===== config.mk =====
export PLATFORM = sky130hd
export DESIGN_NAME = ct_hpcp_cnt_chan_flat
export DESIGN_NICKNAME = d
export VERILOG_FILES = /design/src/rtl/ct_hpcp_cnt_chan_if.sv /design/src/rtl/ct_hpcp_cnt_chan.sv /design/src/flat_wrapper.sv
export SDC_FILE = /design/constraint.sdc
export NUM_CORES = 1
export LEC_CHECK = 0
export BUFFER_PORTS_ARGS = -buffer_cell sky130_fd_sc_hd__buf_2
export CORE_ASPECT_RATIO = 1.5
export CORE_MARGIN = 4
export CORE_UTILIZATION = 25
export CTS_CLUSTER_SIZE = 20
export DETAILED_ROUTE_END_ITERATION = 16
export PLACE_DENSITY_LB_ADDON = 0.3
export SLEW_MARGIN = 20
export SYNTH_ARGS = -nofsm -noshare
export SYNTH_HDL_FRONTEND = slang
export SYNTH_SLANG_ARGS = --single-unit

===== constraint.sdc =====
create_clock -name forever_cpuclk -period 4.2 [get_ports forever_cpuclk]
set_clock_uncertainty 0.15 [all_clocks]
set_input_delay 1.26 -clock forever_cpuclk [delete_from_list [all_inputs] [get_ports forever_cpuclk]]
set_output_delay 1.26 -clock forever_cpuclk [all_outputs]
set_load 0.01 [all_outputs]

===== src/rtl/ct_hpcp_cnt_chan_if.sv =====
// HPCP counter channel CSR/event bundle.
// master: CSR/event source; slave: counter channel.
interface ct_hpcp_cnt_chan_if #(
  parameter int EVT_NUM = 64,
  parameter int SEL_W   = 6,
  parameter int ADD_W   = 4,
  parameter int CNT_W   = 64
);
  logic [EVT_NUM*ADD_W-1:0] evt_adder_bus;
  logic                     evt_sel_wen;
  logic [SEL_W-1:0]         evt_sel_wdata;
  logic                     cnt_wen;
  logic [CNT_W-1:0]         cnt_wdata;
  logic                     cnt_inhibit;
  logic                     ovf_clr;
  logic [SEL_W-1:0]         evt_sel;
  logic [CNT_W-1:0]         cnt_value;
  logic                     ovf_pulse;
  logic                     ovf_sticky;

  modport master (
    output evt_adder_bus, evt_sel_wen,
    output evt_sel_wdata, cnt_wen,
    output cnt_wdata, cnt_inhibit, ovf_clr,
    input  evt_sel, cnt_value,
    input  ovf_pulse, ovf_sticky
  );

  modport slave (
    input  evt_adder_bus, evt_sel_wen,
    input  evt_sel_wdata, cnt_wen,
    input  cnt_wdata, cnt_inhibit, ovf_clr,
    output evt_sel, cnt_value,
    output ovf_pulse, ovf_sticky
  );
endinterface


===== src/rtl/ct_hpcp_cnt_chan.sv =====
// HPCP counter channel: registered event select + accumulator.
// Ports: forever_cpuclk, cpurst (async high), bus (slave).
// Optional HPCP_CNT_SATURATE_EN: saturate instead of wrap.
module ct_hpcp_cnt_chan #(
  parameter int EVT_NUM = 64,
  parameter int SEL_W   = 6,
  parameter int ADD_W   = 4,
  parameter int CNT_W   = 64
) (
  input logic              forever_cpuclk,
  input logic              cpurst,
  ct_hpcp_cnt_chan_if.slave bus
);

  logic [SEL_W-1:0] sel_q;
  logic [ADD_W-1:0] add_q;
  logic [ADD_W-1:0] sel_add;
  logic [CNT_W-1:0] cnt_q;
  logic             pulse_q;
  logic             sticky_q;
  logic [CNT_W:0]   sum;
  logic             carry;
  logic             acc_en;

  // Out-of-range selectors match no slice and yield 0.
  always_comb begin
    sel_add = '0;
    for (int k = 0; k < EVT_NUM; k++) begin
      if (sel_q == SEL_W'(k))
        sel_add = bus.evt_adder_bus[k*ADD_W +: ADD_W];
    end
  end

  assign acc_en = ~bus.cnt_wen & ~bus.cnt_inhibit;
  assign sum = {1'b0, cnt_q}
             + {{(CNT_W+1-ADD_W){1'b0}}, add_q};
  assign carry = sum[CNT_W] & acc_en;

  always_ff @(posedge forever_cpuclk or posedge cpurst) begin
    if (cpurst) begin
      sel_q <= '0;
      add_q <= '0;
    end else begin
      if (bus.evt_sel_wen)
        sel_q <= bus.evt_sel_wdata;
      // Drop stale/held increments on reselect or inhibit.
      if (bus.evt_sel_wen | bus.cnt_inhibit)
        add_q <= '0;
      else
        add_q <= sel_add;
    end
  end

  always_ff @(posedge forever_cpuclk or posedge cpurst) begin
    if (cpurst) begin
      cnt_q    <= '0;
      pulse_q  <= 1'b0;
      sticky_q <= 1'b0;
    end else begin
      pulse_q <= 1'b0;
      if (bus.cnt_wen) begin
        cnt_q <= bus.cnt_wdata;
      end else if (acc_en) begin
`ifdef HPCP_CNT_SATURATE_EN
        if (carry) begin
          cnt_q   <= '1;
          pulse_q <= ~&cnt_q;
        end else begin
          cnt_q <= sum[CNT_W-1:0];
        end
`else
        cnt_q   <= sum[CNT_W-1:0];
        pulse_q <= carry;
`endif
      end
      if (carry)
        sticky_q <= 1'b1;
      else if (bus.ovf_clr)
        sticky_q <= 1'b0;
    end
  end

  assign bus.evt_sel    = sel_q;
  assign bus.cnt_value  = cnt_q;
  assign bus.ovf_pulse  = pulse_q;
  assign bus.ovf_sticky = sticky_q;

endmodule


===== src/flat_wrapper.sv =====
// flat-port wrapper written by rule: the top's interface ports become plain ports
module ct_hpcp_cnt_chan_flat 
#(
  parameter int EVT_NUM = 64,
  parameter int SEL_W   = 6,
  parameter int ADD_W   = 4,
  parameter int CNT_W   = 64
)
  (forever_cpuclk, cpurst, bus_evt_adder_bus, bus_evt_sel_wen, bus_evt_sel_wdata, bus_cnt_wen, bus_cnt_wdata, bus_cnt_inhibit, bus_ovf_clr, bus_evt_sel, bus_cnt_value, bus_ovf_pulse, bus_ovf_sticky);
  ct_hpcp_cnt_chan_if #(.EVT_NUM(EVT_NUM), .SEL_W(SEL_W), .ADD_W(ADD_W), .CNT_W(CNT_W)) bus_i ();
  input logic forever_cpuclk;
  input logic cpurst;
  input wire logic [$bits(bus_i.evt_adder_bus)-1:0] bus_evt_adder_bus;
  input wire logic [$bits(bus_i.evt_sel_wen)-1:0] bus_evt_sel_wen;
  input wire logic [$bits(bus_i.evt_sel_wdata)-1:0] bus_evt_sel_wdata;
  input wire logic [$bits(bus_i.cnt_wen)-1:0] bus_cnt_wen;
  input wire logic [$bits(bus_i.cnt_wdata)-1:0] bus_cnt_wdata;
  input wire logic [$bits(bus_i.cnt_inhibit)-1:0] bus_cnt_inhibit;
  input wire logic [$bits(bus_i.ovf_clr)-1:0] bus_ovf_clr;
  output wire logic [$bits(bus_i.evt_sel)-1:0] bus_evt_sel;
  output wire logic [$bits(bus_i.cnt_value)-1:0] bus_cnt_value;
  output wire logic [$bits(bus_i.ovf_pulse)-1:0] bus_ovf_pulse;
  output wire logic [$bits(bus_i.ovf_sticky)-1:0] bus_ovf_sticky;
  assign bus_i.evt_adder_bus = bus_evt_adder_bus;
  assign bus_i.evt_sel_wen = bus_evt_sel_wen;
  assign bus_i.evt_sel_wdata = bus_evt_sel_wdata;
  assign bus_i.cnt_wen = bus_cnt_wen;
  assign bus_i.cnt_wdata = bus_cnt_wdata;
  assign bus_i.cnt_inhibit = bus_cnt_inhibit;
  assign bus_i.ovf_clr = bus_ovf_clr;
  assign bus_evt_sel = bus_i.evt_sel;
  assign bus_cnt_value = bus_i.cnt_value;
  assign bus_ovf_pulse = bus_i.ovf_pulse;
  assign bus_ovf_sticky = bus_i.ovf_sticky;
  ct_hpcp_cnt_chan #(.EVT_NUM(EVT_NUM), .SEL_W(SEL_W), .ADD_W(ADD_W), .CNT_W(CNT_W)) u_core (.forever_cpuclk(forever_cpuclk), .cpurst(cpurst), .bus(bus_i));
endmodule

==> results, run 1 <==
- The flow ran to the end, and the final reports show no timing, DRC or antenna violations.
- After synthesis, the cell types taking the most area are sky130_fd_sc_hd__dfrtp_1 (25%), sky130_fd_sc_hd__o21ai_0 (7.8%), sky130_fd_sc_hd__nand2_1 (6.6%).
- The final non-filler cell area is 10300 sq um.
- The sequential fraction of the synthesis area is 0.253.
- The highest fanout seen on the critical path is 58.
- The leakage power is 4.61 nW.
- The number of buffers on the longest clock path is 2.
- In this run the remaining antenna-violating nets after routing total 0.
- The register-to-register path setup slack is 430 ps.
- For this run, the leading register cell type out of synthesis is sky130_fd_sc_hd__dfrtp_1.
- The number of nets produced by synthesis is 1326.
- The TritonCTS clock tree is yes.
- The number of setup violations in the final report is 0.
- Setup repair after global routing left no endpoint under its margin.
- The die covers 33000 sq um.
- The post-route setup TNS is 0 ps.
- The number of failing hold endpoints at the final stage is 0.
- The filler cells instantiated in the layout total 3242.
- The area of the placeable core is 29600 sq um.
- Using the TritonRoute via totals, the vias-per-cell ratio works out to 5.35.
- The post-route worst hold slack is 326 ps.
- The initial antenna violation count was 5.
- The number of rows created at floorplan is 77.
- Data arrives at the worst endpoint at 3830 ps.
- The clock latency on the worst-skew pair is 360 ps.
- The initial utilization of the core area, before any placement, comes to 0.255.
- The clock tree root buffer cell is sky130_fd_sc_hd__clkbuf_16.
- The path class of the tightest hold or removal check is flip-flop to flip-flop.
- The number of storage elements in the synthesis netlist is 76.
- Dividing the final minimum period by the clock period gives 0.898.
- The remaining max-slew budget at the tightest pin is 0.376.
- TritonCTS created 9 clock buffers.
- The number of hold-repair buffers added at the cts stage is 0.
- The number of global-route vias before repair was 9709.
- The routed design uses 20.7 mm of met2 wire.
- In this run the top signal layer used is met4.
- In the final layout, the share of cells above drive strength 1 is 0.364.
- The library cells used most frequently in the layout, excluding fill and tap cells, are sky130_fd_sc_hd__buf_2 (402), sky130_fd_sc_hd__nand2_1 (132), sky130_fd_sc_hd__o21ai_0 (118).
- The first-pass GRT wire length is 58.1 mm.
- Detailed placement ended at an HPWL of 33.1 mm.
- After synthesis, the mean cell area works out to 7.61 sq um.
- The routed wire length is 40.0 mm.
- Detailed routing inserted a total of 9455 vias.
- After synthesis, the netlist uses 82 different library cells.
- The violation count after the first detailed-route iteration is 607.
- The length of routed wiring on met1 is 13.5 mm.
- sky130_fd_sc_hd__dfrtp_1 takes more of the synthesized area than any other cell.
- In this run the number of H-tree levels came out at 3.
- During placement, the flow inserted port buffers numbering 403.
- The sum of overflow across all layers after global routing is 0.
- The worst path in the final design needs a cycle of 3770 ps, including I/O delays and setup.
- The peak clock frequency supported by timing is 265 MHz.
- In the detailed route, the total length drawn on met3 is 2.60 mm.
- The kind of capture point of the worst setup path is a flip-flop.
- The area of all sequential standard cells is 1910 sq um.
- Across every metal layer, demand over resource in global routing totals 0.232.
- The congestion estimate from routability-driven global placement came to 1.03.
- Relative to the synthesized area, the layout overhead comes to 36.8%.
- The tool flagged a number of max-cap violations equal to 0.
- The number of nets at the end of the flow is 1702.
- Power spread over the standard cell area amounts to 273 nW/um^2.
- The completed layout was analyzed and its total power is 2.81 mW.
- Summing all multi-input logic gate instances after layout gives 5160 sq um.
- The number of iterations in the first detailed-routing pass is 5.
- Dividing the detail-routed wire length by the instance count gives 22.6 um.
- The total DRC errors in the routed layout is 0.
- Summing every instance area after synthesis gives 7530 sq um.
- The die extent in x is 150 um.
- The buffer count from post-CTS setup fixing is 0.
- STA classifies the critical path startpoint as a flip-flop.
- The number of clock sinks is 76.
- The proportion of netlist area held by the largest area contributor is 0.253.
- The clock slew seen by the registers of the worst setup and hold paths is 60 ps.
- The largest net degree at the start of global routing is 59.
- Once the clock tree was built, the resizer swapped 0 gates to a different size.
- Of all flip-flops after synthesis, the portion carrying an async set or reset was 1.00.
- The library cell used most frequently in the layout, excluding fill and tap cells, is sky130_fd_sc_hd__buf_2.
- Across the VDD grid, the largest voltage drop is 187 uV.
- The number of enable-type register cells in the synthesized netlist is 0.
- At the worst endpoint, the required time is 4260 ps.
- The die height is 221 um.
- The setup path with the least slack is of type flip-flop to flip-flop.
- The instance area at placement is 9960 sq um.
- The yosys synthesis warning count is 0.
- At the pin with the least slew margin, the transition time is 923 ps.
- Counting every instance in the synthesized netlist gives 989.
- The I/O pin count is 404.
- The number of pins exceeding their max-slew limit in the final report is 0.
where the power goes:
| part | switching (mW) | internal [mW] | total, mW | leakage (nW) |
|---|---|---|---|---|
| clock | 0.328 | 0.553 | 0.881 | 0.158 |
| sequential | 0.130 | 0.802 | 0.932 | 0.929 |
| combinational | 0.568 | 0.431 | 0.999 | 3.52 |
final cells by class:
cell class / count / share of cell area
Antenna cell: 2 / 0.000486
Clock buffer: 11 / 0.0245
Clock inverter: 5 / 0.00814
Inverter: 21 / 0.00777
Multi-Input combinational cell: 818 / 0.501
Sequential cell: 76 / 0.185
Tap cell: 395 / 0.0480
Timing Repair Buffer: 439 / 0.225
registers in the layout (all words and copies together) (netlist names):
signal and count:
u_core.bus.ovf_sticky 1, u_core.bus.evt_sel 6, u_core.bus.ovf_pulse 1, u_core.add_q 4, u_core.bus.cnt_value 64
critical path, cell delays in order, from the launching register on:
cell                        delay, ps
sky130_fd_sc_hd__dfrtp_4          880
sky130_fd_sc_hd__buf_4            470
sky130_fd_sc_hd__mux2_2           380
sky130_fd_sc_hd__o22ai_1          370
sky130_fd_sc_hd__nor2_1           140
sky130_fd_sc_hd__o21ai_0          440
sky130_fd_sc_hd__o2111ai_1        170
sky130_fd_sc_hd__a31oi_1          390
sky130_fd_sc_hd__o21ai_0          190
routing by layer:
layer  vias up  global-route usage
li1       4413                   -
met2       514               0.422
met4         0               0.172
met1      4402               0.237
met5         -                   0
met3       126              0.0373
worst paths after layout:
check / endpoint / start / cells after the start
setup / recovery: u_core.add_q[3]$_DFF_PP0_ / u_core.bus.evt_sel[0]$_DFFE_PP0P_ / 8
hold / removal: u_core.bus.ovf_sticky$_DFFE_PP0P_ / u_core.bus.ovf_sticky$_DFFE_PP0P_ / 1
setup reg to reg: u_core.add_q[3]$_DFF_PP0_ / u_core.bus.evt_sel[0]$_DFFE_PP0P_ / 8
hold reg to reg: u_core.bus.ovf_sticky$_DFFE_PP0P_ / u_core.bus.ovf_sticky$_DFFE_PP0P_ / 1
max in group asynchronous: u_core.bus.cnt_value[2]$_DFFE_PP0P_ / cpurst / 3
min in group asynchronous: u_core.bus.ovf_sticky$_DFFE_PP0P_ / cpurst / 2
Yosys cell counts (6+ instances only):
master / instances
sky130_fd_sc_hd__and3_1: 16
sky130_fd_sc_hd__xor2_1: 45
sky130_fd_sc_hd__dfrtp_1: 76
sky130_fd_sc_hd__a221oi_1: 9
sky130_fd_sc_hd__a22oi_1: 11
sky130_fd_sc_hd__o211ai_1: 10
sky130_fd_sc_hd__nor2_1: 60
sky130_fd_sc_hd__a21oi_1: 43
sky130_fd_sc_hd__o22ai_1: 17
sky130_fd_sc_hd__nor2b_1: 21
sky130_fd_sc_hd__a221o_1: 6
sky130_fd_sc_hd__nand3_1: 48
sky130_fd_sc_hd__a211oi_1: 9
sky130_fd_sc_hd__mux2i_1: 25
sky130_fd_sc_hd__and2_1: 7
sky130_fd_sc_hd__inv_1: 20
sky130_fd_sc_hd__clkbuf_1: 28
sky130_fd_sc_hd__a21o_1: 8
sky130_fd_sc_hd__mux2_2: 20
sky130_fd_sc_hd__o21ai_1: 10
sky130_fd_sc_hd__o21ai_0: 118
sky130_fd_sc_hd__nand2b_1: 14
sky130_fd_sc_hd__nor3_1: 21
sky130_fd_sc_hd__nand2_1: 132
sky130_fd_sc_hd__nor4_1: 8
sky130_fd_sc_hd__nand3b_1: 7
sky130_fd_sc_hd__xnor2_1: 17
sky130_fd_sc_hd__buf_2: 32
sky130_fd_sc_hd__a31oi_1: 10
sky130_fd_sc_hd__nand4_1: 27
through the flow:
step                std cells  utilization  setup WS, ps
global placement         1749        0.337           519
floorplan                 989            -           852
global route             1767        0.348           341
CTS                      1765        0.348           492
detailed placement       1749        0.337           498
finish                   1767        0.348           429
cells by family (layout without fill, tap and decap cells):
family,count (synthesis),count (layout),synth area share
simple gates,403,403,0.285
compound gates,301,301,0.250
buf+inv,95,476,0.0615
flops,76,76,0.253
xor+xnor,62,62,0.0721
mux,47,47,0.0691
fa+ha+maj,5,5,0.00931
other cells,0,2,0
Note: power is estimated with default switching activity, not from simulation.
==> run 2, diff against run 1 <==
--- a/config.mk
+++ b/config.mk
@@ -7,10 +7,11 @@
 export LEC_CHECK = 0
 export BUFFER_PORTS_ARGS = -buffer_cell sky130_fd_sc_hd__buf_2
 export CORE_ASPECT_RATIO = 1.5
-export CORE_MARGIN = 4
+export CORE_MARGIN = 1
 export CORE_UTILIZATION = 25
 export CTS_CLUSTER_SIZE = 20
 export DETAILED_ROUTE_END_ITERATION = 16
+export GPL_ROUTABILITY_DRIVEN = 0
 export PLACE_DENSITY_LB_ADDON = 0.3
 export SLEW_MARGIN = 20
 export SYNTH_ARGS = -nofsm -noshare
==> run 2 against run 1 <==
- setup slack improved by 180 ps
- sequential power decreased by 2%
- power decreased by 2.4%
- flip-flop and latch count unchanged
==> results, run 2 (synthesis results as in run 1) <==
- The number of pins exceeding their max-slew limit in the final report is 0.
- Headroom to the max-slew limit came out at 0.347.
- The run finished with clean final reports.
- In the final routed layout, each cell accounts on average for 22.2 um.
- The number of global-route vias before repair was 9424.
- The peak clock frequency supported by timing is 278 MHz.
- The total DRC errors in the routed layout is 0.
- The number of resized instances in the post-cts repair step is 0.
- The first-pass GRT wire length is 57.0 mm.
- The count of fill cells added during filler insertion is 3227.
- The register with the most flip-flops in the layout has 64 of them.
- The required time reported for the critical path endpoint is 4250 ps.
- The die height is 215 um.
- The region available for standard cell placement spans 29600 sq um.
- Clock latency on the worst-skew pair, taken at its later pin, is 360 ps.
- The post-route setup TNS is 0 ps.
- Of the available clock period, the critical path in the final layout requires 0.856.
- The number of hold-repair buffers added at the cts stage is 0.
- The maximum VDD drop is 162 uV.
- The number of failing hold endpoints at the final stage is 0.
- The power density relative to cell area is 268 nW/um^2.
- The number of setup violations in the final report is 0.
- The area of the die is 30800 sq um.
- Setup repair after global routing left no endpoint under its margin.
- The overall global routing resource usage is 0.253.
- Subtracting the final worst setup slack from the clock period gives 3600 ps.
- Row generation in the floorplan step produced 77 rows.
- The H-tree generated during clock tree synthesis spans 3 levels.
- The max-cap check violation count is 0.
- In this run the worst path has a maximum fanout of 34.
- The number of vias per cell after detailed routing is 5.41.
- The TritonCTS clock tree is yes.
- In this run the remaining antenna-violating nets after routing total 0.
- The clock tree root buffer cell is sky130_fd_sc_hd__clkbuf_16.
- STA classifies the critical path endpoint as a flip-flop.
- 404 I/O pins were placed.
- In the layout the commonest cells are sky130_fd_sc_hd__buf_2 (402), sky130_fd_sc_hd__nand2_1 (132), sky130_fd_sc_hd__o21ai_0 (118).
- The sum of overflow across all layers after global routing is 0.
- The largest net degree at the start of global routing is 77.
- The class of the worst hold path is flip-flop to flip-flop.
- In the final layout, the share of cells above drive strength 1 is 0.359.
- The area of all sequential standard cells is 1910 sq um.
- The clock slew seen by the registers of the worst setup and hold paths is 60 ps.
- In this run the deepest clock path goes through 2 buffers.
- After clock tree synthesis, the setup repair step added 0 buffers.
- The measured slew at the worst slew-check pin is 971 ps.
- The data arrival time of the worst path is 3640 ps.
- The final layout contains routed wiring with a total length of 39.1 mm.
- The net count of the finished layout is 1693.
- The die is 144 um wide.
- The number of iterations in the first detailed-routing pass is 5.
- The worst setup path is launched from a flip-flop.
- The worst setup path is of the flip-flop to flip-flop kind.
- The post-synthesis to final-layout area growth is 36.1%.
- The leading cell type in the layout, fill and taps excluded is sky130_fd_sc_hd__buf_2.
- The number of placed instances, taps included, is 1740.
- The quantity of I/O buffers inserted on ports is 403.
- After the first detailed-routing iteration, the DRC count stood at 612.
- The initial core utilization is 0.255.
- The leakage power is 4.57 nW.
- The detailed-placement wirelength estimate is 31.3 mm.
- The initial antenna violation count was 5.
- The number of clock sinks is 76.
- Summing over every cut layer, the via total after detailed routing is 9527.
- The multi-input combinational cells in the finished layout cover a total of 5160 sq um.
- In this run, CTS created clock tree buffers numbering 9.
- Leaving out filler cells and counting taps, the final layout contains 1762.
-- run 2: cell type report --
cell class	instances	share of cell area
Timing Repair Buffer	430	0.223
Sequential cell	76	0.186
Inverter	21	0.00781
Clock buffer	12	0.0250
Multi-Input combinational cell	818	0.504
Antenna cell	6	0.00146
Clock inverter	4	0.00464
Tap cell	395	0.0482
-- run 2: critical path, cell delays in order, from the launching register on --
cell                        delay [ps]
sky130_fd_sc_hd__dfrtp_2           760
sky130_fd_sc_hd__buf_12            250
sky130_fd_sc_hd__nand4bb_1         440
sky130_fd_sc_hd__a2111oi_0         860
sky130_fd_sc_hd__a31oi_1           300
sky130_fd_sc_hd__o21ai_0           190
sky130_fd_sc_hd__a211oi_1           70
sky130_fd_sc_hd__o31ai_1           260
sky130_fd_sc_hd__a21oi_1           140
-- run 2: where the power goes --
part	switching [mW]	internal (mW)	leakage, nW
clock network	0.332	0.491	0.149
registers	0.114	0.803	0.929
logic	0.578	0.427	3.49
-- run 2: stage by stage --
step	area [sq um]	total power, mW	utilization	setup slack, ps	hold slack [ps]
after global routing	10200	2.89	0.347	559	376
after detailed placement	9930	1.91	0.336	679	321
after global placement	9930	1.91	0.336	657	310
after floorplan	7530	1.45	-	852	368
after CTS	10200	2.77	0.346	805	336
final	10300	2.74	0.347	605	331
-- run 2: final timing paths --
path	end	from	cells after the start	slack, ps
max	u_core.add_q[2]$_DFF_PP0_	u_core.bus.evt_sel[2]$_DFFE_PP0P_	8	600
min	u_core.bus.ovf_sticky$_DFFE_PP0P_	u_core.bus.ovf_sticky$_DFFE_PP0P_	1	330
max reg2reg	u_core.add_q[2]$_DFF_PP0_	u_core.bus.evt_sel[2]$_DFFE_PP0P_	8	600
min reg2reg	u_core.bus.ovf_sticky$_DFFE_PP0P_	u_core.bus.ovf_sticky$_DFFE_PP0P_	1	330
max in group asynchronous	u_core.bus.evt_sel[1]$_DFFE_PP0P_	cpurst	3	2630
min in group asynchronous	u_core.bus.evt_sel[5]$_DFFE_PP0P_	cpurst	3	810
-- run 2: metal layers --
metal / GRT usage / vias to the layer above / share of wire / routed length, um
met3: 0.0476 / 132 / 0.067 / 2640
li1: - / 4390 / - / -
met1: 0.249 / 4431 / 0.34 / 13200
met4: 0.182 / 0 / 0.075 / 2940
met2: 0.462 / 574 / 0.52 / 20300
met5: 0 / - / 0 / 0
==> run 3, diff against run 2 <==
--- a/config.mk
+++ b/config.mk
@@ -5,10 +5,11 @@
 export SDC_FILE = /design/constraint.sdc
 export NUM_CORES = 1
 export LEC_CHECK = 0
-export BUFFER_PORTS_ARGS = -buffer_cell sky130_fd_sc_hd__buf_2
+export BUFFER_PORTS_ARGS = -buffer_cell sky130_fd_sc_hd__buf_4
 export CORE_ASPECT_RATIO = 1.5
 export CORE_MARGIN = 1
 export CORE_UTILIZATION = 25
+export CTS_BUF_LIST = sky130_fd_sc_hd__clkbuf_2
 export CTS_CLUSTER_SIZE = 20
 export DETAILED_ROUTE_END_ITERATION = 16
 export GPL_ROUTABILITY_DRIVEN = 0
==> run 3 against run 2 <==
- clock power down 38%
- highest routed layer unchanged
- critical path type unchanged
- cell area is 8.1% higher
- non-clock buffer count is 3 higher
- sequential share of layout area down 1.4 points
- fmax down 3.6%
- core utilization up 2.8 points
- register-to-register slack worse by 130 ps
- flip-flop and latch count unchanged
- global-route usage is essentially flat
==> results, run 3 (synthesis results as in run 1) <==
- The number of failing hold endpoints at the final stage came to 0.
- At the end of the flow, the number of nets in the layout was 1696.
- The area of the die is 30800 sq um.
- The number of nets with antenna violations after routing is 0.
- The floorplan has 77 rows.
- The leading cell type in the layout, fill and taps excluded is sky130_fd_sc_hd__buf_4.
- The post-route setup TNS is 0 ps.
- The buffer count from post-CTS setup fixing is 0.
- The max-cap check violation count is 0.
- The number of pins exceeding their max-slew limit in the final report came to 0.
- The leakage power is 4.83 nW.
- The number of vias per cell after detailed routing is 5.47.
- The quantity of I/O buffers inserted on ports is 403.
- After the flow finishes, the layout carries non-filler instances totaling 1763.
- CTS placed an instance of sky130_fd_sc_hd__clkbuf_2 at the clock tree root.
- After the first detailed-routing iteration, the DRC count stood at 600.
- The H-tree depth is 3.
- The total overflow left after global routing is 0.
- The class of the worst hold path is flip-flop to flip-flop.
- Wires add up to 39.5 mm.
- The I/O pin count is 404.
- The number of hold buffers added after CTS was 0.
- Dividing the final minimum period by the clock period gives 0.888.
- The type of the setup path with the least slack is flip-flop to flip-flop.
- The power share of the clock group is 0.199.
- The number of global-route vias before repair is 9682.
- The post-layout minimum cycle time is 3730 ps.
- After detailed routing, the number of remaining DRC violations is 0.
- The first-pass GRT wire length is 57.7 mm.
- The detailed-placement wirelength estimate is 31.6 mm.
- Based on the critical path, the design can be clocked at up to 268 MHz.
- The maximum VDD drop is 104 uV.
- The number of flip-flops under the largest register name is 64.
- The longest clock path from root to sink contains 2 buffers.
- The TritonCTS clock tree is yes.
- The share of total power in combinational logic is 0.437.
- The first detailed-routing pass took 5 iterations.
- Clock tree synthesis inserted a total of 9 buffers.
- The clock latency on the worst-skew pair is 610 ps.
- Summed over all nets, the switching power comes to 1.02 mW.
- In the global route stage, overall resource usage came out at 0.252.
- The total number of vias is 9641.
- After detailed routing, the average wire length per cell comes to 22.4 um.
- Walking the worst path, the cells encountered are buf_4 -> nand2b_1 -> o22a_1 -> o311ai_0 -> or3b_1 -> o21ai_0 -> o211ai_1 -> a221o_1.
- At the worst endpoint, the arrival time is 4060 ps.
- The slowest stage of the critical path is the sky130_fd_sc_hd__dfrtp_2 cell.
- Headroom to the max-slew limit came out at 0.382.
- The top cell types in the final layout, fill and taps aside, are sky130_fd_sc_hd__buf_4 (431), sky130_fd_sc_hd__nand2_1 (132), sky130_fd_sc_hd__o21ai_0 (118).
- The area growth from synthesis to layout is 47.1%.
- The die height is 215 um.
- The critical path launch point type is a flip-flop.
- In this run the horizontal extent of the chip is 144 um.
- The measured slew at the worst slew-check pin is 927 ps.
- The number of resized instances in the post-cts repair step is 0.
- The share of cells above drive strength 1 is 0.361.
- The number of setup violations in the final report is 0.
- The layout has 3186 filler cells.
- The area of the placeable core is 29600 sq um.
- The initial antenna violation count is 4.
- For this design, the sink count on the clock tree is 76.
- Data on the critical path is required at its endpoint by 4530 ps.
- The clock slew seen by the registers of the worst setup and hold paths is 310 ps.
- The switching portion of total power is 0.397.
- The initial utilization of the core area, before any placement, comes to 0.255.
- The run finished with clean final reports.
- The worst setup path is captured at a flip-flop.
- The internal power summed over all cells is 1.54 mW.
- On the worst path, the slowest cell contributes a delay of 900 ps.
- The number of placed instances, taps included is 1743.
- Entering global routing, the biggest net connects 50 pins.
- The share of total power in sequential cells is 0.364.
- In this run the worst path has a maximum fanout of 37.
- Setup repair after global routing left no endpoint under its margin.
- Dividing total power by cell area gives a power density of 231 nW/um^2.
[run 3: final timing paths]
path                                                        start  cells after the start  slack [ps]                             endpoint
worst max-delay path            u_core.bus.evt_sel[2]$_DFFE_PP0P_                      8         470            u_core.add_q[0]$_DFF_PP0_
worst min-delay path            u_core.bus.ovf_sticky$_DFFE_PP0P_                      1         380    u_core.bus.ovf_sticky$_DFFE_PP0P_
min in group asynchronous                                  cpurst                      2         560    u_core.bus.ovf_sticky$_DFFE_PP0P_
max in group asynchronous                                  cpurst                      3        2580  u_core.bus.cnt_value[5]$_DFFE_PP0P_
worst min register to register  u_core.bus.ovf_sticky$_DFFE_PP0P_                      1         380    u_core.bus.ovf_sticky$_DFFE_PP0P_
worst max register to register  u_core.bus.evt_sel[2]$_DFFE_PP0P_                      8         470            u_core.add_q[0]$_DFF_PP0_
[run 3: per-layer routing]
| layer | global-route usage | wire (um) | share of wire |
|---|---|---|---|
| met4 | 0.188 | 3000 | 0.076 |
| met5 | 0 | 0 | 0 |
| met1 | 0.254 | 13100 | 0.33 |
| met3 | 0.0411 | 2800 | 0.071 |
| met2 | 0.459 | 20600 | 0.52 |
[run 3: final cells by class]
cell class / instances / area [sq um] / share of cell area
Timing Repair Buffer: 433 / 3280 / 0.296
Inverter: 21 / 80.1 / 0.00723
Tap cell: 395 / 494 / 0.0446
Clock buffer: 9 / 45.0 / 0.00407
Clock inverter: 7 / 98.8 / 0.00892
Multi-Input combinational cell: 818 / 5160 / 0.466
Antenna cell: 4 / 10.0 / 0.000904
Sequential cell: 76 / 1910 / 0.172
[run 3: critical path, delay by kind of cell (launching register included)]
kind            cells  cell delay (ps)
simple gates        2              660
compound gates      5             1540
buf+inv             1              300
flops               1              900
[run 3: metrics by stage]
stage / hold WS [ps] / util / area (sq um) / power [mW] / setup WS (ps)
after floorplan: 368 / - / 7530 / 1.45 / 852
after global placement: 314 / 0.369 / 10900 / 2.03 / 789
after detailed placement: 325 / 0.369 / 10900 / 2.04 / 708
after CTS: 384 / 0.374 / 11100 / 2.57 / 745
after global routing: 428 / 0.375 / 11100 / 2.69 / 494
final: 377 / 0.375 / 11100 / 2.56 / 471
[run 3: power by group through the flow]
stage | Combinational, mW | Clock [mW] | Sequential (mW)
after detailed placement | 1.10 | 0 | 0.942
after global routing | 1.20 | 0.553 | 0.945
final | 1.12 | 0.509 | 0.931
after CTS | 1.10 | 0.537 | 0.929
after global placement | 1.10 | 0 | 0.938
after floorplan | 0.539 | 0 | 0.910
